[config.mk]
export PLATFORM = sky130hd
export DESIGN_NAME = shift_unit_arbiter_flat
export DESIGN_NICKNAME = d
export VERILOG_FILES = /design/src/rtl/shift_unit_arbiter_if.sv /design/src/rtl/shift_unit_arbiter.sv /design/src/flat_wrapper.sv
export SDC_FILE = /design/constraint.sdc
export NUM_CORES = 1
export LEC_CHECK = 0
export CAP_MARGIN = 20
export CORE_ASPECT_RATIO = 1.25
export CORE_MARGIN = 3
export CORE_UTILIZATION = 35
export CTS_CLUSTER_SIZE = 24
export DETAILED_ROUTE_END_ITERATION = 10
export GPL_ROUTABILITY_DRIVEN = 0
export PLACE_DENSITY = 0.84
export SETUP_SLACK_MARGIN = 0.2
export SLEW_MARGIN = 20
export SYNTH_ARGS = -nofsm -noshare
export SYNTH_HDL_FRONTEND = slang
export SYNTH_SLANG_ARGS = --single-unit
[constraint.sdc]
create_clock -name i_clk -period 3.7 [get_ports i_clk]
set_clock_uncertainty 0.1 [all_clocks]
set_input_delay 0.74 -clock i_clk [delete_from_list [all_inputs] [get_ports i_clk]]
set_output_delay 0.74 -clock i_clk [all_outputs]
set_load 0.02 [all_outputs]
[src/rtl/shift_unit_arbiter_if.sv]
// -----------------------------------------------------------------------------
// shift_unit_arbiter_if
// Purpose : bundles the two requester lanes, the shared shifter drive/return,
//           the result handshake and the pipeline flush of shift_unit_arbiter.
// Signals : i_flush                          pipeline flush
//           i_reqN_valid/data/amt/mode/tag   lane N request (N = 0 older slot)
//           o_reqN_ready                     lane N grant
//           o_sh_data/amt/mode, i_sh_result  shared combinational shifter
//           o_res_valid/data/tag/lane        registered result
//           i_res_ready                      result consumer ready
// Modports: slave  - the arbiter side
//           master - the environment (requesters, shifter, consumer)
// -----------------------------------------------------------------------------
interface shift_unit_arbiter_if #(
  parameter int unsigned TAG_W = 6
);
  logic             i_flush;

  logic             i_req0_valid;
  logic [31:0]      i_req0_data;
  logic [4:0]       i_req0_amt;
  logic [1:0]       i_req0_mode;
  logic [TAG_W-1:0] i_req0_tag;
  logic             o_req0_ready;

  logic             i_req1_valid;
  logic [31:0]      i_req1_data;
  logic [4:0]       i_req1_amt;
  logic [1:0]       i_req1_mode;
  logic [TAG_W-1:0] i_req1_tag;
  logic             o_req1_ready;

  logic [31:0]      o_sh_data;
  logic [4:0]       o_sh_amt;
  logic [1:0]       o_sh_mode;
  logic [31:0]      i_sh_result;

  logic             o_res_valid;
  logic [31:0]      o_res_data;
  logic [TAG_W-1:0] o_res_tag;
  logic             o_res_lane;
  logic             i_res_ready;

  modport slave (
    input  i_flush,
    input  i_req0_valid, i_req0_data, i_req0_amt, i_req0_mode, i_req0_tag,
    output o_req0_ready,
    input  i_req1_valid, i_req1_data, i_req1_amt, i_req1_mode, i_req1_tag,
    output o_req1_ready,
    output o_sh_data, o_sh_amt, o_sh_mode,
    input  i_sh_result,
    output o_res_valid, o_res_data, o_res_tag, o_res_lane,
    input  i_res_ready
  );

  modport master (
    output i_flush,
    output i_req0_valid, i_req0_data, i_req0_amt, i_req0_mode, i_req0_tag,
    input  o_req0_ready,
    output i_req1_valid, i_req1_data, i_req1_amt, i_req1_mode, i_req1_tag,
    input  o_req1_ready,
    input  o_sh_data, o_sh_amt, o_sh_mode,
    output i_sh_result,
    input  o_res_valid, o_res_data, o_res_tag, o_res_lane,
    output i_res_ready
  );
endinterface

[src/rtl/shift_unit_arbiter.sv]
// -----------------------------------------------------------------------------
// shift_unit_arbiter
// Purpose : arbitrates two issue lanes onto one shared combinational 32-bit
//           shifter and registers the result with a valid/ready handshake.
//           Lane 0 (older slot) wins contention unless lane 1 has been denied
//           STARVE_LIMIT times in a row.
// Ports   : i_clk    rising-edge clock
//           i_reset  asynchronous active-high reset
//           bus      shift_unit_arbiter_if.slave (requests, shifter, result)
// -----------------------------------------------------------------------------
module shift_unit_arbiter #(
  parameter int unsigned STARVE_LIMIT = 3,
  parameter int unsigned TAG_W        = 6
) (
  input  logic                 i_clk,
  input  logic                 i_reset,
  shift_unit_arbiter_if.slave  bus
);

  localparam logic [2:0] LIMIT = 3'(STARVE_LIMIT);

  logic [2:0]       r_starve_cnt;
  logic             r_res_valid;
  logic [31:0]      r_res_data;
  logic [TAG_W-1:0] r_res_tag;
  logic             r_res_lane;

  logic             w_accept;
  logic             w_gnt0;
  logic             w_gnt1;
  logic             w_xfer;
  logic [31:0]      w_sh_data;
  logic [4:0]       w_sh_amt;
  logic [1:0]       w_sh_mode;

  // Reset is folded into accept so readies and shifter drive are quiet while
  // reset is asserted, without waiting for a clock edge.
  assign w_accept = ~bus.i_flush & ~i_reset & (~r_res_valid | bus.i_res_ready);
  assign w_gnt1   = w_accept & bus.i_req1_valid &
                    (~bus.i_req0_valid | (r_starve_cnt == LIMIT));
  assign w_gnt0   = w_accept & bus.i_req0_valid & ~w_gnt1;
  assign w_xfer   = w_gnt0 | w_gnt1;

  assign bus.o_req0_ready = w_gnt0;
  assign bus.o_req1_ready = w_gnt1;

  // Steer the granted lane's operands onto the shared shifter.
  always_comb begin
    w_sh_data = 32'd0;
    w_sh_amt  = 5'd0;
    w_sh_mode = 2'd0;
    if (w_gnt1) begin
      w_sh_data = bus.i_req1_data;
      w_sh_amt  = bus.i_req1_amt;
      w_sh_mode = bus.i_req1_mode;
    end else if (w_gnt0) begin
      w_sh_data = bus.i_req0_data;
      w_sh_amt  = bus.i_req0_amt;
      w_sh_mode = bus.i_req0_mode;
    end else begin
      w_sh_data = 32'd0;
      w_sh_amt  = 5'd0;
      w_sh_mode = 2'd0;
    end
  end

  assign bus.o_sh_data = w_sh_data;
  assign bus.o_sh_amt  = w_sh_amt;
  assign bus.o_sh_mode = w_sh_mode;

  // Lane-1 starvation counter: counts consecutive contention losses.
  always_ff @(posedge i_clk or posedge i_reset) begin
    if (i_reset) begin
      r_starve_cnt <= 3'd0;
    end else if (bus.i_flush) begin
      r_starve_cnt <= 3'd0;
    end else if (w_accept) begin
      if (w_gnt1 || !bus.i_req1_valid) begin
        r_starve_cnt <= 3'd0;
      end else if (r_starve_cnt < LIMIT) begin
        r_starve_cnt <= r_starve_cnt + 3'd1;
      end else begin
        r_starve_cnt <= r_starve_cnt;
      end
    end else begin
      r_starve_cnt <= r_starve_cnt;
    end
  end

  // Result valid: flush wins, then a new transfer, then consumption.
  always_ff @(posedge i_clk or posedge i_reset) begin
    if (i_reset) begin
      r_res_valid <= 1'b0;
    end else if (bus.i_flush) begin
      r_res_valid <= 1'b0;
    end else if (w_xfer) begin
      r_res_valid <= 1'b1;
    end else if (bus.i_res_ready) begin
      r_res_valid <= 1'b0;
    end else begin
      r_res_valid <= r_res_valid;
    end
  end

  // Result payload only loads on a transfer; it is left as-is when valid drops.
  always_ff @(posedge i_clk or posedge i_reset) begin
    if (i_reset) begin
      r_res_data <= 32'd0;
      r_res_tag  <= '0;
      r_res_lane <= 1'b0;
    end else if (w_xfer) begin
      r_res_data <= bus.i_sh_result;
      r_res_tag  <= w_gnt1 ? bus.i_req1_tag : bus.i_req0_tag;
      r_res_lane <= w_gnt1;
    end else begin
      r_res_data <= r_res_data;
      r_res_tag  <= r_res_tag;
      r_res_lane <= r_res_lane;
    end
  end

  assign bus.o_res_valid = r_res_valid;
  assign bus.o_res_data  = r_res_data;
  assign bus.o_res_tag   = r_res_tag;
  assign bus.o_res_lane  = r_res_lane;

endmodule

[src/flat_wrapper.sv]
// flat-port wrapper written by rule: the top's interface ports become plain ports
module shift_unit_arbiter_flat 
#(
  parameter int unsigned STARVE_LIMIT = 3,
  parameter int unsigned TAG_W        = 6
)
  (i_clk, i_reset, bus_i_flush, bus_i_req0_valid, bus_i_req0_data, bus_i_req0_amt, bus_i_req0_mode, bus_i_req0_tag, bus_o_req0_ready, bus_i_req1_valid, bus_i_req1_data, bus_i_req1_amt, bus_i_req1_mode, bus_i_req1_tag, bus_o_req1_ready, bus_o_sh_data, bus_o_sh_amt, bus_o_sh_mode, bus_i_sh_result, bus_o_res_valid, bus_o_res_data, bus_o_res_tag, bus_o_res_lane, bus_i_res_ready);
  shift_unit_arbiter_if #(.TAG_W(TAG_W)) bus_i ();
  input  logic i_clk;
  input  logic i_reset;
  input wire logic [$bits(bus_i.i_flush)-1:0] bus_i_flush;
  input wire logic [$bits(bus_i.i_req0_valid)-1:0] bus_i_req0_valid;
  input wire logic [$bits(bus_i.i_req0_data)-1:0] bus_i_req0_data;
  input wire logic [$bits(bus_i.i_req0_amt)-1:0] bus_i_req0_amt;
  input wire logic [$bits(bus_i.i_req0_mode)-1:0] bus_i_req0_mode;
  input wire logic [$bits(bus_i.i_req0_tag)-1:0] bus_i_req0_tag;
  output wire logic [$bits(bus_i.o_req0_ready)-1:0] bus_o_req0_ready;
  input wire logic [$bits(bus_i.i_req1_valid)-1:0] bus_i_req1_valid;
  input wire logic [$bits(bus_i.i_req1_data)-1:0] bus_i_req1_data;
  input wire logic [$bits(bus_i.i_req1_amt)-1:0] bus_i_req1_amt;
  input wire logic [$bits(bus_i.i_req1_mode)-1:0] bus_i_req1_mode;
  input wire logic [$bits(bus_i.i_req1_tag)-1:0] bus_i_req1_tag;
  output wire logic [$bits(bus_i.o_req1_ready)-1:0] bus_o_req1_ready;
  output wire logic [$bits(bus_i.o_sh_data)-1:0] bus_o_sh_data;
  output wire logic [$bits(bus_i.o_sh_amt)-1:0] bus_o_sh_amt;
  output wire logic [$bits(bus_i.o_sh_mode)-1:0] bus_o_sh_mode;
  input wire logic [$bits(bus_i.i_sh_result)-1:0] bus_i_sh_result;
  output wire logic [$bits(bus_i.o_res_valid)-1:0] bus_o_res_valid;
  output wire logic [$bits(bus_i.o_res_data)-1:0] bus_o_res_data;
  output wire logic [$bits(bus_i.o_res_tag)-1:0] bus_o_res_tag;
  output wire logic [$bits(bus_i.o_res_lane)-1:0] bus_o_res_lane;
  input wire logic [$bits(bus_i.i_res_ready)-1:0] bus_i_res_ready;
  assign bus_i.i_flush = bus_i_flush;
  assign bus_i.i_req0_valid = bus_i_req0_valid;
  assign bus_i.i_req0_data = bus_i_req0_data;
  assign bus_i.i_req0_amt = bus_i_req0_amt;
  assign bus_i.i_req0_mode = bus_i_req0_mode;
  assign bus_i.i_req0_tag = bus_i_req0_tag;
  assign bus_o_req0_ready = bus_i.o_req0_ready;
  assign bus_i.i_req1_valid = bus_i_req1_valid;
  assign bus_i.i_req1_data = bus_i_req1_data;
  assign bus_i.i_req1_amt = bus_i_req1_amt;
  assign bus_i.i_req1_mode = bus_i_req1_mode;
  assign bus_i.i_req1_tag = bus_i_req1_tag;
  assign bus_o_req1_ready = bus_i.o_req1_ready;
  assign bus_o_sh_data = bus_i.o_sh_data;
  assign bus_o_sh_amt = bus_i.o_sh_amt;
  assign bus_o_sh_mode = bus_i.o_sh_mode;
  assign bus_i.i_sh_result = bus_i_sh_result;
  assign bus_o_res_valid = bus_i.o_res_valid;
  assign bus_o_res_data = bus_i.o_res_data;
  assign bus_o_res_tag = bus_i.o_res_tag;
  assign bus_o_res_lane = bus_i.o_res_lane;
  assign bus_i.i_res_ready = bus_i_res_ready;
  shift_unit_arbiter #(.STARVE_LIMIT(STARVE_LIMIT), .TAG_W(TAG_W)) u_core (.i_clk(i_clk), .i_reset(i_reset), .bus(bus_i));
endmodule
## Word level (Yosys, flattened, before mapping)

Index checks and enable logic that the tools add are counted.

| operators by class | value |
|---|---|
| add/sub/neg operators | 1 |
| $lt $le $gt $ge | 1 |
| equality and inequality tests | 1 |
| multiplexer cells | 14 |
| bitwise gates (word level) | 14 |
| reductions and logical operators | 6 |

Operator list:

| kind | count |
|---|---|
| 32-bit two-way mux | 2 |
| 3-bit two-way mux | 4 |
| 5-bit two-way mux | 2 |
| 1-bit bitwise AND | 6 |
| 6-bit two-way mux | 1 |
| 3-bit nonzero test | 2 |
| 1-bit inverter | 5 |
| 2-bit two-way mux | 2 |
| 3-bit by 1-bit adder with 3-bit output, second input constant | 1 |
| 3-bit by 2-bit equality test with 1-bit output, second input constant | 1 |
| 3-bit by 2-bit < comparator with 1-bit output, second input constant | 1 |
| 1-bit two-way mux | 3 |
| 1-bit bitwise OR | 3 |
| 2-bit AND reduction | 1 |
| 2-bit nonzero test | 1 |
| 1-bit zero test | 1 |
| 1-bit logical OR | 1 |

| word-level totals | value |
|---|---|
| register bits after elaboration | 43 |
| input bits | 128 |
| output and inout port bits | 81 |

## Depth between registers and ports, before layout

Gate-level depths: netlist of run 1.

| depth | value |
|---|---|
| depth after elaboration | 10 |
| mapped depth | 7 |
| gate-level depth less buffers | 5 |

## Worst setup path before layout of run 1

No wires, ideal clock.

| timing | value |
|---|---|
| path kind | register to output |
| start | reg u_core.r_starve_cnt[0] |
| end | out bus_o_sh_amt[0] |
| arrival time | 1,775 ps |
| required time | 2,860 ps |
| slack | 1,085 ps |
| stages on the path, launching flop included | 8 |
| path buffers | 2 |
| path through | dfrtp_1 > ha_1 > ha_1 > nand2b_1 > clkbuf_1 > buf_1 > a32oi_1 > nor2_1 |

| between the ends | value |
|---|---|
| cells in the longest elaborated chain, start to end | 7 |

Ends and longest elaborated chain:

| what | line | text |
|---|---|---|
| start, declared | shift_unit_arbiter.sv:22 | `logic [2:0] r_starve_cnt;` |
| start signal, assigned | shift_unit_arbiter.sv:81 | `r_starve_cnt <= r_starve_cnt + 3'd1;` |
| start signal, assigned | shift_unit_arbiter.sv:83 | `r_starve_cnt <= r_starve_cnt;` |
| start signal, assigned | shift_unit_arbiter.sv:86 | `r_starve_cnt <= r_starve_cnt;` |
| 3-bit by 2-bit equality test with 1-bit output * | shift_unit_arbiter.sv:40 | `(~bus.i_req0_valid \| (r_starve_cnt == LIMIT));` |
| 1-bit bitwise OR * | shift_unit_arbiter.sv:40 |  |
| 1-bit bitwise AND * | shift_unit_arbiter.sv:39 | `assign w_gnt1 = w_accept & bus.i_req1_valid &` |
| 1-bit inverter | shift_unit_arbiter.sv:41 | `assign w_gnt0 = w_accept & bus.i_req0_valid & ~w_gnt1;` |
| 1-bit bitwise AND | shift_unit_arbiter.sv:41 |  |
| 5-bit two-way mux | shift_unit_arbiter.sv:56 | `end else if (w_gnt0) begin` |
| 5-bit two-way mux * | shift_unit_arbiter.sv:52 | `if (w_gnt1) begin` |
| end, declared | flat_wrapper.sv:25 | `output wire logic [$bits(bus_i.o_sh_amt)-1:0] bus_o_sh_amt;` |

Every way passes the cells marked *; elsewhere a longest branch is shown, timed or not.

## Worst setup path in the final report of run 1

| timing | value |
|---|---|
| start | in bus_i_req0_valid |
| end | out bus_o_sh_data[6] |

| between the ends | value |
|---|---|
| cells in the longest elaborated chain, start to end | 7 |
| elaborated cells on any way between the ends | 8 |
| classes of those cells | mux (2); bitwise (6) |

Ends and longest elaborated chain:

| what | line | text |
|---|---|---|
| start, declared | flat_wrapper.sv:12 | `input wire logic [$bits(bus_i.i_req0_valid)-1:0] bus_i_req0_valid;` |
| 1-bit inverter | shift_unit_arbiter.sv:40 |  |
| 1-bit bitwise OR | shift_unit_arbiter.sv:40 |  |
| 1-bit bitwise AND | shift_unit_arbiter.sv:39 |  |
| 1-bit inverter | shift_unit_arbiter.sv:41 |  |
| 1-bit bitwise AND | shift_unit_arbiter.sv:41 |  |
| 32-bit two-way mux | shift_unit_arbiter.sv:56 |  |
| 32-bit two-way mux * | shift_unit_arbiter.sv:52 |  |
| end, declared | flat_wrapper.sv:24 | `output wire logic [$bits(bus_i.o_sh_data)-1:0] bus_o_sh_data;` |

Marked as above.

==> impl_metrics.py, run 1 <==
metrics = {
    "timing": {
        "finalCritPeriodShare": 0.949,
        "fmax_ghz": 0.285,
        "layout_min_cycle_time_ps": 3510,
        "slew_headroom": 0.624,
        "rsz0062_at_grt": "no",
        "tightest_slew_ps": 564,
        "finalSetupTns_ps": 0,
        "finalSetupViolations": 0,
        "hold_violations": 0,
        "maxSlewViolCount": 0,
    },
    "clock_network": {
        "cts_buffer_depth": 2,
        "insertion_delay_ps": 300,
        "cts_sinks": 43,
        "cts_max_level": 2,
        "post_cts_buffers": 0,
        "cts_root_buf": "clkbuf_8",
        "cts_tree": "built",
        "clk_pin_slew_ps": 80,
        "cts_buffers": 5,
    },
    "floorplan": {
        "initial_core_util": 0.367,
        "pin_count": 209,
        "core_area_um2": 6690,
        "die_x_um": 80.9,
        "die_h_um": 99.7,
        "rows": 33,
        "die_area_um2": 8060,
    },
    "yosys": {
        "avgSynthCellArea_um2": 10.3,
        "yosys.cell_types.count": 30,
        "ys_warn_count": 0,
        "mappedNetlistArea_um2": 2460,
        "syn_nets": 368,
        "synth_top_area_frac": 0.438,
        "syn_inst": 238,
        "ys_ff_latch": 43,
        "yosysTopAreaCell": "dfrtp_1",
        "ys_seq_area_frac": 0.438,
        "yosys-top-cells-area": "dfrtp_1, a32oi_1, mux2_4, mux2_2, nor2_1",
    },
    "power": {
        "p_switching_mw": 0.499,
        "clkPwrFrac": 0.215,
        "p_int_mw": 1.14,
        "combPwrFrac": 0.419,
        "leakagePower_nw": 2.31,
        "swShare": 0.304,
        "pwr-share-seq": 0.366,
        "irDropWorstVdd_v": 0.000304,
        "power.density_nw_per_um2": 342,
    },
    "min_path": {
        "min_path_cells": 1,
        "hold_end": "u_core.bus.o_res_data[0]",
        "hp-start": "u_core.bus.o_res_data[0]",
        "hp-class": "register to register",
    },
    "global_routing": {
        "grt_pass1_vias": 2890,
        "grt_max_degree": 42,
        "grt_pass1_wl_mm": 14.5,
        "grt_usage": 0.233,
        "grt-ovfl-total": 0,
        "antenna_found_initial": 0,
    },
    "placed_design": {
        "io_buffers": 208,
        "hpwl_mm": 7.57,
        "dp.cells": 517,
    },
    "critical_path": {
        "crit_type": "input port to primary output",
        "cp-start-kind": "input port",
        "r2r_start": "u_core.bus.o_res_valid",
        "cp_top_family": "buffers and inverters",
        "cp.required_ps": 2860,
        "crit_arrival_ps": 2670,
        "r2r_cells": 4,
        "slowest_delay_ps": 620,
        "crit_slowest_cell": "clkdlybuf4s50_1",
        "r2r_slack_ps": 1810,
        "cp_cell_sequence": "clkdlybuf4s50_1 -> a21boi_2 -> buf_12 -> a32oi_1 -> nor2_1 -> clkdlybuf4s50_1",
        "end_kind": "primary output",
        "cpMostUsedCell": "clkdlybuf4s50_1",
        "crit_fanout": 39,
        "cp.buffers_inverters": 3,
        "r2r-end": "u_core.bus.o_res_data[7]",
    },
    "run": {
        "drv_cap": 0,
    },
    "route": {
        "drtPass1Iterations": 4,
        "drc": 0,
        "final_antenna_net_count": 0,
        "drt_first_iter_violations": 128,
        "vias": 2878,
        "via_per_inst": 5.49,
        "wl_mm": 9.77,
        "wl_per_cell_um": 18.6,
    },
    "layout": {
        "synthToLayoutAreaGrowth_pct": 95.3,
        "stdcell_count": 524,
        "layout.nets": 567,
        "antennaDiodeCount": 0,
        "drive_above_1_share": 0.126,
        "fill_cells": 499,
    },
    "status": {
        "status": "finished, final reports clean",
    },
}
power by group through the flow:
stage / registers, mW / logic [mW] / clock network [mW]
3_3_place_gp: 0.600 / 0.678 / 0
5_1_grt: 0.610 / 0.727 / 0.377
4_1_cts: 0.600 / 0.695 / 0.359
3_5_place_dp: 0.608 / 0.691 / 0
2_1_floorplan: 0.706 / 0.203 / 0
6_report: 0.600 / 0.688 / 0.352
state kept, by name (all words and copies together), names as in the netlist:
register,count
u_core.bus.o_res_valid,1
u_core.bus.o_res_data,32
u_core.bus.o_res_lane,1
u_core.bus.o_res_tag,6
u_core.r_starve_cnt,3
kinds of logic (layout without fill, tap and decap cells):
group / count (synthesis) / in the layout / synth area share
fa+ha+maj: 2 / 2 / 0.0102
compound gates: 67 / 67 / 0.208
mux: 32 / 32 / 0.168
flops: 43 / 43 / 0.438
simple gates: 66 / 66 / 0.122
buf+inv: 28 / 227 / 0.0530
final cells by class:
cell class / instances / area (µm²) / share of cell area
clock inverters: 1 / 30.0 / 0.00626
multi-input cells: 167 / 1260 / 0.262
repair buffers: 217 / 2240 / 0.467
clock buffers: 6 / 72.6 / 0.0151
well taps: 87 / 109 / 0.0227
flip-flops and latches: 43 / 1080 / 0.224
inverters: 3 / 12.5 / 0.00261
placed cells by master, fill, tap and decap left out, types with 2 or more instances in the layout:
| cell | count |
|---|---|
| clkbuf_8 | 5 |
| nor2b_1 | 3 |
| nand2_1 | 2 |
| clkdlybuf4s50_1 | 177 |
| buf_12 | 2 |
| buf_4 | 8 |
| nor2_1 | 42 |
| a21oi_1 | 2 |
| o21ai_0 | 7 |
| ha_1 | 2 |
| inv_1 | 2 |
| nor3_1 | 3 |
| dlymetal6s2s_1 | 29 |
| a31oi_1 | 15 |
| a32oi_1 | 39 |
| mux2_4 | 14 |
| dfrtp_1 | 43 |
| nand3_1 | 7 |
| mux2_2 | 18 |
metrics by stage:
step	instance area, µm²	power (mW)	worst slack, ps	utilization	hold WS, ps
after global placement	4620	1.28	283	0.691	383
final	4800	1.64	190	0.717	407
after detailed placement	4620	1.30	217	0.691	385
after CTS	4720	1.65	219	0.706	409
after global routing	4800	1.71	144	0.717	419
after floorplan	2460	0.908	1090	-	475
routing by layer:
metal	global-route usage	vias to the layer above	part of all wire
li1	-	1308	-
met1	0.245	1346	0.34
met2	0.414	198	0.51
met3	0.0806	26	0.12
met4	0.0962	0	0.030
met5	0	-	0
Yosys cell counts, drive strengths merged:
library cell and count:
or2 2, nor2 42, nand3 7, nand2 2, or3b 1, and3b 1
dfrtp 43, a21oi 2, o21ai 7, clkbuf 17, a31oi 15, a211oi 1
nor2b 3, ha 2, mux2 32, a21boi 1, buf 8, inv 3
a32oi 39, nand4 1, and3 2, nand2b 2, o2bb2ai 1, o211ai 1
nor3 3
worst max path at each step:
| stage | slack, ps | from | to | depth (start not counted) |
|---|---|---|---|---|
| after floorplan | 1090 | u_core.r_starve_cnt[0] | bus_o_sh_amt[0] | 7 |
| after global placement | 280 | bus_i_req0_valid | bus_o_sh_data[3] | 6 |
| after CTS | 220 | bus_i_req0_valid | bus_o_sh_data[15] | 6 |
| final | 190 | bus_i_req0_valid | bus_o_sh_data[6] | 6 |
| after detailed placement | 220 | bus_i_req0_valid | bus_o_sh_data[15] | 6 |
| after global routing | 140 | bus_i_req0_valid | bus_o_sh_data[6] | 6 |
what timing repair did:
| action | 4_1_cts | 5_1_grt |
|---|---|---|
| hold buffers | 0 | 0 |
| setup endpoints to repair | 0 | 29 |
| resized for setup | 0 | 29 |
Power figures use the tool's default switching activity.
==> inputs of run 2 (changes only) <==
SLEW_MARGIN = 15   (was 20)
==> run 2 against run 1 <==
Against the previous run: wire length down 2.5%; utilization down 0.094 points; largest power group unchanged; final cell count up 0.38%; clock power down 17%; via count down 2.6%; first-iteration DRC count up 34%.
==> impl_metrics.py, run 2 (synthesized netlist as in run 1, its figures left out) <==
metrics = {
    "status": {
        "status": "finished, final reports clean",
    },
    "clock_network": {
        "cts_root_buf": "clkbuf_8",
        "cts_sinks": 43,
        "cts_buffers": 5,
        "clk_pin_slew_ps": 80,
        "cts_buffer_depth": 2,
        "insertion_delay_ps": 300,
        "cts_tree": "built",
        "cts_max_level": 2,
    },
    "placed_design": {
        "io_buffers": 208,
        "dpl_cell_area_um2": 4650,
        "dp.cells": 518,
        "hpwl_mm": 7.56,
        "pre_cts_slack_ps": 223,
    },
    "floorplan": {
        "pin_count": 209,
        "die_h_um": 99.7,
        "die_x_um": 80.9,
        "initial_core_util": 0.367,
        "core_area_um2": 6690,
        "die_area_um2": 8060,
        "rows": 33,
    },
    "timing": {
        "slew_headroom": 0.583,
        "finalCritPeriodShare": 0.931,
        "rsz0062_at_grt": "no",
        "whs_ps": 409,
        "tightest_slew_ps": 622,
        "maxSlewViolCount": 0,
        "finalSetupViolations": 0,
        "layout_min_cycle_time_ps": 3450,
        "finalSetupTns_ps": 0,
        "setup_slack_ps": 255,
        "hold_violations": 0,
        "fmax_ghz": 0.290,
    },
    "power": {
        "swShare": 0.317,
        "combPwrFrac": 0.437,
        "p_switching_mw": 0.500,
        "irDropWorstVdd_v": 0.000195,
        "leakagePower_nw": 2.21,
        "power.density_nw_per_um2": 329,
        "pwr-share-seq": 0.378,
        "p_int_mw": 1.08,
        "power_mw": 1.58,
        "clkPwrFrac": 0.185,
    },
    "global_routing": {
        "grt_pass1_vias": 2830,
        "grt_pass1_wl_mm": 14.1,
        "grt_max_degree": 42,
        "grt-ovfl-total": 0,
        "grt_usage": 0.226,
        "antenna_found_initial": 0,
    },
    "critical_path": {
        "end_kind": "primary output",
        "crit_fanout": 39,
        "cp-start-kind": "input port",
        "crit_type": "input port to primary output",
        "r2r-end": "u_core.bus.o_res_data[21]",
        "cp.required_ps": 2860,
        "r2r_slack_ps": 1810,
        "r2r_cells": 4,
        "crit_arrival_ps": 2610,
        "r2r_start": "u_core.bus.o_res_valid",
    },
    "layout": {
        "drive_above_1_share": 0.128,
        "layout.nets": 568,
        "fin_area_um2": 4790,
        "final_cell_mix": "clkdlybuf4s50_1, dfrtp_1, nor2_1",
        "synthToLayoutAreaGrowth_pct": 95.0,
        "final_common_cell": "clkdlybuf4s50_1",
        "final_util": 0.716,
        "stdcell_count": 526,
        "largest_reg_flops": 32,
        "antennaDiodeCount": 0,
    },
    "route": {
        "drc": 0,
        "wl_mm": 9.52,
        "wl_per_cell_um": 18.1,
        "via_per_inst": 5.33,
        "drtPass1Iterations": 4,
        "vias": 2804,
        "drt_first_iter_violations": 171,
        "final_antenna_net_count": 0,
    },
    "run": {
        "drv_cap": 0,
    },
    "min_path": {
        "min_path_cells": 1,
        "hold_end": "u_core.bus.o_res_data[0]",
        "hp-start": "u_core.bus.o_res_data[0]",
        "hp-class": "register to register",
    },
}
[run 2: changes by cell type in the layout (fill, tap and decap cells not counted)]
cell,delta
bufinv_16,-1
buf_16,+1
dlymetal6s2s_1,-6
clkdlybuf4s50_1,+6
clkinvlp_4,+1
clkinv_1,+1
[run 2: how the worst max path moves through the flow]
stage / start / slack [ps] / endpoint / depth (start not counted)
after global placement: bus_i_req0_valid / 280 / bus_o_sh_data[3] / 6
after CTS: bus_i_req0_valid / 220 / bus_o_sh_data[15] / 6
after detailed placement: bus_i_req0_valid / 220 / bus_o_sh_data[15] / 6
after global routing: bus_i_req0_valid / 200 / bus_o_sh_data[19] / 6
final: bus_i_req0_valid / 250 / bus_o_sh_data[5] / 6
after floorplan: u_core.r_starve_cnt[0] / 1090 / bus_o_sh_amt[0] / 7
[run 2: cell type report]
type                            instances  area (µm²)
Clock buffer                            6        72.6
Clock inverter                          2        12.5
Fill cell                             491        1900
Inverter                                3        11.3
Multi-Input combinational cell        167        1260
Sequential cell                        43        1080
Tap cell                               87         109
Timing Repair Buffer                  218        2250
[run 2: per-layer routing]
layer  vias to the layer above  track usage  share of wire
li1                       1309            -              -
met1                      1309        0.251           0.36
met2                       179        0.410           0.51
met3                         7       0.0688           0.11
met4                         0       0.0637          0.011
met5                         -            0              0
[run 2: power groups by stage]
stage	clock network [mW]	registers (mW)	logic, mW
2_1_floorplan	0	0.706	0.203
6_report	0.292	0.597	0.689
3_5_place_dp	0	0.607	0.694
4_1_cts	0.295	0.598	0.696
5_1_grt	0.316	0.606	0.728
3_3_place_gp	0	0.600	0.678
[run 2: what timing repair did]
| action | in CTS | in global routing |
|---|---|---|
| hold buffers | 0 | 0 |
| gates resized for setup | 0 | 23 |
| buffers inserted | 0 | 0 |
| setup endpoints to repair | 0 | 23 |
[run 2: worst max-delay path, stage by stage]
cell and delay (ps):
clkdlybuf4s50_1 560, a21boi_2 260, buf_12 230, a32oi_1 80, nor2_1 100, clkdlybuf4s50_1 630
==> inputs of run 3 (changes only) <==
CORE_AREA = 3 3 80 82   (was unset)
CORE_ASPECT_RATIO = unset   (was 1.25)
CORE_MARGIN = unset   (was 3)
CORE_UTILIZATION = unset   (was 35)
DIE_AREA = 0 0 83 85   (was unset)
DONT_BUFFER_PORTS = 1   (was unset)
PLACE_DENSITY = 0.53   (was 0.84)
==> run 3 against run 2 <==
Against the previous run: critical path depth increased by 1; via count fell by 25%; maximum frequency increased by 14%; clock-buffer cell count fell by 1; utilization shrank 22 points; sequential share of layout area increased by 15 points; critical path type is now register to primary output; critical endpoint unchanged; largest cell class is now multi-input gates.
==> impl_metrics.py, run 3 (synthesized netlist as in run 1, its figures left out) <==
metrics = {
    "status": {
        "status": "finished, final reports clean",
    },
    "min_path": {
        "hp-class": "input port to async pin",
    },
    "clock_network": {
        "cts_sinks": 43,
        "cts_buffer_depth": 2,
        "ctsResizeCount": 0,
        "cts_root_buf": "clkbuf_8",
        "cts_buffers": 5,
        "cts_hold_buf": 0,
        "cts_tree": "built",
        "clk_pin_slew_ps": 90,
        "post_cts_buffers": 0,
        "insertion_delay_ps": 290,
        "cts_max_level": 2,
    },
    "floorplan": {
        "die_h_um": 85,
        "die_area_um2": 7060,
        "core_area_um2": 5820,
        "initial_core_util": 0.422,
        "die_x_um": 83,
        "rows": 28,
        "pin_count": 209,
    },
    "timing": {
        "setup_slack_ps": 674,
        "finalCritPeriodShare": 0.818,
        "hold_violations": 0,
        "finalSetupViolations": 0,
        "layout_min_cycle_time_ps": 3030,
        "tightest_slew_ps": 870,
        "maxSlewViolCount": 0,
        "finalSetupTns_ps": 0,
        "fmax_ghz": 0.330,
        "whs_ps": 406,
        "rsz0062_at_grt": "no",
        "slew_headroom": 0.419,
    },
    "layout": {
        "final_common_cell": "buf_4",
        "layout.nets": 394,
        "drive_above_1_share": 0.336,
        "final_cell_mix": "buf_4, dfrtp_1, nor2_1",
        "largest_reg_flops": 32,
        "synthToLayoutAreaGrowth_pct": 17.3,
    },
    "route": {
        "drtPass1Iterations": 4,
        "vias": 2098,
        "via_per_inst": 6.15,
        "drc": 0,
        "final_antenna_net_count": 0,
        "wl_per_cell_um": 21.0,
        "wl_mm": 7.17,
        "drt_first_iter_violations": 118,
    },
    "critical_path": {
        "r2r-end": "u_core.bus.o_res_data[24]",
        "cp.required_ps": 2860,
        "crit_fanout": 42,
        "r2r_slack_ps": 1470,
        "r2r_cells": 3,
        "r2r_start": "u_core.bus.o_res_valid",
        "crit_arrival_ps": 2190,
        "end_kind": "primary output",
        "crit_type": "register to primary output",
        "cp-start-kind": "register",
    },
    "global_routing": {
        "antenna_found_initial": 1,
        "grt_usage": 0.191,
        "grt_pass1_vias": 2056,
        "grt_pass1_wl_mm": 10.9,
        "grt_max_degree": 51,
        "grt-ovfl-total": 0,
    },
    "placed_design": {
        "hpwl_mm": 5.37,
        "pre_cts_slack_ps": 966,
        "io_buffers": 0,
    },
    "power": {
        "power.density_nw_per_um2": 457,
        "leakagePower_nw": 1.20,
        "irDropWorstVdd_v": 0.000232,
    },
    "run": {
        "drv_cap": 0,
    },
}
run 3: where the power goes:
| part | internal, mW | total (mW) | leakage [nW] | switching [mW] |
|---|---|---|---|---|
| combinational | 0.128 | 0.242 | 0.633 | 0.115 |
| clock | 0.201 | 0.361 | 0.0581 | 0.160 |
| sequential | 0.552 | 0.715 | 0.510 | 0.163 |
run 3: metrics by stage:
step                 util  cells  area [µm²]  total power [mW]
finish              0.495    341        2880              1.32
floorplan               -    238        2460             0.908
global placement    0.475    332        2770             0.963
detailed placement  0.475    332        2770             0.971
CTS                 0.495    340        2880              1.33
global route        0.495    341        2880              1.40
run 3: how the worst max path moves through the flow:
stage	from	end	slack [ps]	cells after the start
6_report	u_core.r_starve_cnt[0]	bus_o_sh_data[5]	670	7
5_1_grt	u_core.r_starve_cnt[0]	bus_o_sh_data[12]	420	7
4_1_cts	u_core.r_starve_cnt[0]	bus_o_sh_data[4]	670	7
3_5_place_dp	bus_i_res_ready	bus_o_sh_data[23]	970	5
3_3_place_gp	bus_i_res_ready	bus_o_sh_data[5]	970	5
2_1_floorplan	u_core.r_starve_cnt[0]	bus_o_sh_amt[0]	1090	7
run 3: area by class of cell:
class / instances / area [µm²]
fill: 571 / 2940
multi-input combinational: 167 / 1250
sequential: 43 / 1080
timing repair buffer: 44 / 330
tap: 75 / 93.8
clock buffer: 5 / 68.8
clock inverter: 3 / 43.8
inverter: 3 / 11.3
antenna: 1 / 2.50
run 3: routing by layer:
metal	vias up	routed length [µm]	track usage
met1	993	2850	0.241
met3	12	629	0.0476
met5	-	0	0
met2	135	3520	0.321
met4	0	171	0.0624
li1	958	-	-
run 3: worst max-delay path, stage by stage, from the launching register on:
cell	delay, ps
dfrtp_1	430
ha_1	220
ha_1	220
nand2b_1	230
buf_4	290
a32oi_1	260
nor2_1	60
buf_4	170
==> RTL change 1: new RTL, settings of run 1 <==
`TAG_W` is set to 6 in 3 places; all go to 3.
--- a/src/rtl/shift_unit_arbiter_if.sv
+++ b/src/rtl/shift_unit_arbiter_if.sv
@@ -12,7 +12,7 @@
 //           master - the environment (requesters, shifter, consumer)
 // -----------------------------------------------------------------------------
 interface shift_unit_arbiter_if #(
-  parameter int unsigned TAG_W = 6
+  parameter int unsigned TAG_W = 3
 );
   logic             i_flush;
 
--- a/src/rtl/shift_unit_arbiter.sv
+++ b/src/rtl/shift_unit_arbiter.sv
@@ -10,7 +10,7 @@
 // -----------------------------------------------------------------------------
 module shift_unit_arbiter #(
   parameter int unsigned STARVE_LIMIT = 3,
-  parameter int unsigned TAG_W        = 6
+  parameter int unsigned TAG_W        = 3
 ) (
   input  logic                 i_clk,
   input  logic                 i_reset,
--- a/src/flat_wrapper.sv
+++ b/src/flat_wrapper.sv
@@ -2,7 +2,7 @@
 module shift_unit_arbiter_flat 
 #(
   parameter int unsigned STARVE_LIMIT = 3,
-  parameter int unsigned TAG_W        = 6
+  parameter int unsigned TAG_W        = 3
 )
   (i_clk, i_reset, bus_i_flush, bus_i_req0_valid, bus_i_req0_data, bus_i_req0_amt, bus_i_req0_mode, bus_i_req0_tag, bus_o_req0_ready, bus_i_req1_valid, bus_i_req1_data, bus_i_req1_amt, bus_i_req1_mode, bus_i_req1_tag, bus_o_req1_ready, bus_o_sh_data, bus_o_sh_amt, bus_o_sh_mode, bus_i_sh_result, bus_o_res_valid, bus_o_res_data, bus_o_res_tag, bus_o_res_lane, bus_i_res_ready);
   shift_unit_arbiter_if #(.TAG_W(TAG_W)) bus_i ();
Interface: changed (resized bus_i_req0_tag, bus_i_req1_tag and bus_o_res_tag); port bits go from 209 to 200. The function was not compared with the original's and may differ.
==> RTL change 1 against run 1 <==
Design area down 4.3%. Area after synthesis down 2.6%. Wire length down 7.4%. Global-route usage down 1.5 points. Sequential power down 7.0%. Sequential cell count down 3. Setup slack better by 79 ps. Total power down 4.3%. Synthesized cell count down 6.7%. Critical path type unchanged. Critical endpoint is now bus_o_sh_data[15]. Highest routed layer unchanged.
==> RTL change 1: results (changes against run 1) <==
INFO  metric run_status = completed
INFO  metric cts_resized = 1 (+1)
INFO  metric post_synth_fa_ha_maj_area_fraction = 1.05% (+0.027 points)
INFO  metric proportion_of_cell_area_occupied_by_multi_input_gates = 27.2% (+0.96 points)
INFO  metric cts.sink_count = 40 (-7.0%)
INFO  metric synth_compound_gate_area_share = 19.2% (-1.6 points)
INFO  metric post_synth_main_area_contributors = dfrtp_1 42%, mux2_4 17%, a32oi_1 14%
INFO  metric grt_first_pass_wirelength = 13600 um (-6.3%)
INFO  metric portBuffers = 199 (-4.3%)
INFO  metric post-place-ws = 185 ps (-31.4 ps)
INFO  metric static-leakage-power = 0.00210 uW (-9.1%)
INFO  metric detail_route.wirelength = 9050 um (-7.4%)
INFO  metric sh_seq_area = 21.8% (-0.63 points)
INFO  metric setup.reg_to_reg.worst_slack = 1780 ps (-30 ps)
INFO  metric critical_path.max_stage_delay = 550 ps (-70 ps)
INFO  metric dpl.cell_count = 492 (-4.8%)
INFO  metric groute.layer.met2.usage = 36.8% (-4.6 points)
INFO  metric placement.cell_area = 4430 um2 (-4.1%)
INFO  metric fin_nets = 536 (-5.5%)
INFO  metric worst_skew_pair.late_latency = 280 ps (-20 ps)
INFO  metric critical_path_at = 2590 ps (-80 ps)
INFO  metric groute.usage.overall = 21.8% (-1.5 points)
INFO  metric layout_min_cycle_time = 3430 ps (-79.4 ps)
INFO  metric fillers = 476 (-4.6%)
INFO  metric swShare = 29.9% (-0.57 points)
INFO  metric crit_path_max_fanout = 34 (-13%)
INFO  metric final.signal_buffer_count = 207 (-4.6%)
INFO  metric worstSetupEndpoint = bus_o_sh_data[15]
INFO  metric worst_slew_pin_slew = 624 ps (+60.1 ps)
INFO  metric peakVddDrop = 227 uV (-25%)
INFO  metric share_of_cells_above_drive_strength_1 = 13.8% (+1.2 points)
INFO  metric post_synth_inst_count = 222 (-6.7%)
-- RTL change 1: routing by layer --
metal  routed length (um)  vias up
li1                     -     1218
met1                 3420     1215
met2                 4170      185
met3                 1220       20
met4                  239        0
met5                    0        -
-- RTL change 1: kinds of logic after synthesis --
logic type                 count (synthesis)
AOI/OAI and AO/OA                         58
DFF                                       40
muxes                                     32
buffers and inverters                     27
adders and majority gates                  2
and+or+nand+nor                           63
-- RTL change 1: how the worst min path moves through the flow --
stage / from / end / slack (ps) / depth (start not counted)
final: u_core.bus.o_res_lane / u_core.bus.o_res_lane / 410 / 1
after global routing: u_core.bus.o_res_data[18] / u_core.bus.o_res_data[18] / 420 / 1
after CTS: u_core.bus.o_res_lane / u_core.bus.o_res_lane / 400 / 1
after detailed placement: u_core.bus.o_res_lane / u_core.bus.o_res_lane / 390 / 1
after global placement: u_core.bus.o_res_lane / u_core.bus.o_res_lane / 380 / 1
after floorplan: u_core.r_starve_cnt[1] / u_core.r_starve_cnt[1] / 470 / 2
==> RTL change 2: new RTL, config.mk and constraints of run 1 <==
Made on the original files. Reset style: synchronous (`i_reset`), changed in 3 clocked blocks. Comments in the files are not updated.
--- a/src/rtl/shift_unit_arbiter.sv
+++ b/src/rtl/shift_unit_arbiter.sv
@@ -69,7 +69,7 @@
   assign bus.o_sh_mode = w_sh_mode;
 
   // Lane-1 starvation counter: counts consecutive contention losses.
-  always_ff @(posedge i_clk or posedge i_reset) begin
+  always_ff @(posedge i_clk) begin
     if (i_reset) begin
       r_starve_cnt <= 3'd0;
     end else if (bus.i_flush) begin
@@ -88,7 +88,7 @@
   end
 
   // Result valid: flush wins, then a new transfer, then consumption.
-  always_ff @(posedge i_clk or posedge i_reset) begin
+  always_ff @(posedge i_clk) begin
     if (i_reset) begin
       r_res_valid <= 1'b0;
     end else if (bus.i_flush) begin
@@ -103,7 +103,7 @@
   end
 
   // Result payload only loads on a transfer; it is left as-is when valid drops.
-  always_ff @(posedge i_clk or posedge i_reset) begin
+  always_ff @(posedge i_clk) begin
     if (i_reset) begin
       r_res_data <= 32'd0;
       r_res_tag  <= '0;
Behaviour: differs if i_reset is asserted again (counterexample within 4 cycles, from zero or initial values and one cycle with i_reset high); with i_reset held inactive, the same outputs for 10 cycles.
==> RTL change 2 against run 1 <==
Register-to-register slack worse by 120 ps. Core utilization decreased by 1.8 points. Synthesized cell count grew 17%. Sequential share of layout area is 3.8 points lower. Total power shrank 24%. Sequential cell count unchanged. Sequential power is 17% lower. Setup slack better by 110 ps. Design area down 3.8%. Area after synthesis shrank 1.9%. Wire length is 28% higher. Final cell count grew 6.5%.
==> RTL change 2: results (changes against run 1) <==
INFO  metric portBuffers = 208 (unchanged)
INFO  metric initialDrtViolationCount = 260 (+100%)
INFO  metric share_of_cells_above_drive_strength_1 = 8.72% (-3.9 points)
INFO  metric synth_cell_type_count = 27 (-10%)
INFO  metric synth-async-reset-ratio = 0% (-100 points)
INFO  metric crit_path_top_delay_cell = clkdlybuf4s50_1
INFO  metric average_cell_area_after_synthesis = 8.64 um2 (-16%)
INFO  metric num_vias = 3175 (+10%)
INFO  metric groute.usage.overall = 30.7% (+7.4 points)
INFO  metric dp.final_hpwl = 9390 um (+24%)
INFO  metric mappedNetlistNets = 409 (+11%)
INFO  metric run_status = completed
INFO  metric antenna_found_initial = 2 (+2)
INFO  metric layout.clock.cell_area_share = 2.22% (+0.084 points)
INFO  metric antenna_cells_inserted = 1 (+1)
INFO  metric sequential_cell_area = 861 um2 (-20%)
INFO  metric static-leakage-power = 0.00184 uW (-20%)
INFO  metric critical_path_at = 2560 ps (-110 ps)
INFO  metric grt_start_max_net_pins = 44 (+4.8%)
INFO  metric clk_transition_reported_paths = 80 ps (about the same)
INFO  metric dpl.cell_count = 550 (+6.4%)
INFO  metric cp_top_family = buffers and inverters
INFO  metric routed_wire_length_per_instance = 22.4 um (+20%)
INFO  metric yosys_warnings = 0 (unchanged)
INFO  metric worst_skew_pair.late_latency = 290 ps
INFO  metric drt-pass1-iter-count = 4 (unchanged)
INFO  metric cts_setup_buffers = 0 (unchanged)
INFO  metric cts-root-buf = clkbuf_8
INFO  metric worst_slew_pin_slew = 787 ps (+223 ps)
INFO  metric tritoncts.num_buffers = 5 (unchanged)
INFO  metric peakVddDrop = 188 uV (-38%)
INFO  metric fillers = 540 (+8.2%)
INFO  metric vias_per_cell = 5.69 (+3.6%)
INFO  metric critical_path.max_stage_delay = 440 ps (-180 ps)
INFO  metric synthTopCellsByCount = 43 x dfxtp_1, 39 x a22o_1, 33 x a21oi_1, 32 x nand4_1, 32 x o31ai_1
INFO  metric fin_nets = 600 (+5.8%)
INFO  metric synth_seq_area_share = 35.7% (-8.1 points)
INFO  metric grt_pass1_vias = 3241 (+12%)
INFO  metric layout_clock_buffer_count = 6 (unchanged)
INFO  metric swShare = 28.0% (-2.4 points)
INFO  metric cts_h_tree_depth = 2 (unchanged)
INFO  metric cts.sink_count = 43 (unchanged)
INFO  metric largest_register_ffs = 32 (unchanged)
INFO  metric proportion_of_cell_area_occupied_by_multi_input_gates = 28.7% (+2.5 points)
INFO  metric area_share_nonclk_buffers = 47.1% (+0.41 points)
INFO  metric multi_input_cells = 185 (+11%)
INFO  metric post_synth_main_area_contributors = dfxtp_1 36%, a22o_1 14%, o31ai_1 10%
INFO  metric grt_first_pass_wirelength = 18500 um (+27%)
INFO  metric final.signal_inverter_count = 11 (+8)
INFO  metric holdCritPathClass = flop to flop
INFO  metric final.signal_buffer_count = 224 (+3.2%)
INFO  metric ctsLongestPathBuffers = 2 (unchanged)
INFO  metric setup-tns-final = 0 ps (unchanged)
INFO  metric crit_path_max_fanout = 33 (-15%)
[RTL change 2: metrics by stage]
step	hold slack, ps	power (uW)	area, um2	setup WS, ps	utilization (%)
finish	372	1250	4620	296	69.9
global route	394	1300	4610	220	69.8
CTS	371	1250	4610	252	69.8
detailed placement	359	909	4540	25.7	68.7
global placement	354	904	4540	50.7	68.7
floorplan	352	658	2410	890	-
[RTL change 2: routing by layer]
layer | track usage, % | share of wire (%)
met1 | 32.3 | 34
met2 | 51.4 | 48
met3 | 19.4 | 15
met4 | 7.15 | 1.8
met5 | 0 | 0.27
[RTL change 2: cells by family (layout without fill, tap and decap cells)]
group	count (synthesis)	after routing	share of synthesized area [%]
other	0	1	0
buffers and inverters	51	242	9.81
adder cells (fa/ha/maj)	2	2	1.04
flip-flops	43	43	35.7
AND/OR/NAND/NOR	57	57	15.0
multiplexers	3	3	1.25
AO/OA/AOI/OAI	123	123	37.2
[RTL change 2: final timing paths]
kind / from / endpoint / slack [ps] / depth (start not counted)
max: i_reset / bus_o_sh_data[7] / 300 / 6
min: u_core.bus.o_res_data[18] / u_core.bus.o_res_data[18] / 370 / 2
max reg2reg: u_core.r_starve_cnt[0] / u_core.bus.o_res_tag[1] / 1690 / 7
min reg2reg: u_core.bus.o_res_data[18] / u_core.bus.o_res_data[18] / 370 / 2
[RTL change 2: power groups by stage]
stage / Sequential (uW) / Clock (uW) / Combinational (uW)
6_report: 495 / 354 / 400
5_1_grt: 498 / 383 / 421
4_1_cts: 495 / 361 / 398
3_5_place_dp: 506 / 0 / 404
3_3_place_gp: 505 / 0 / 400
2_1_floorplan: 530 / 0 / 128
[RTL change 2: repair_timing]
item	4_1_cts	5_1_grt
resized for setup	25	1
endpoints found under the hold margin	0	0
setup endpoints to repair	25	2
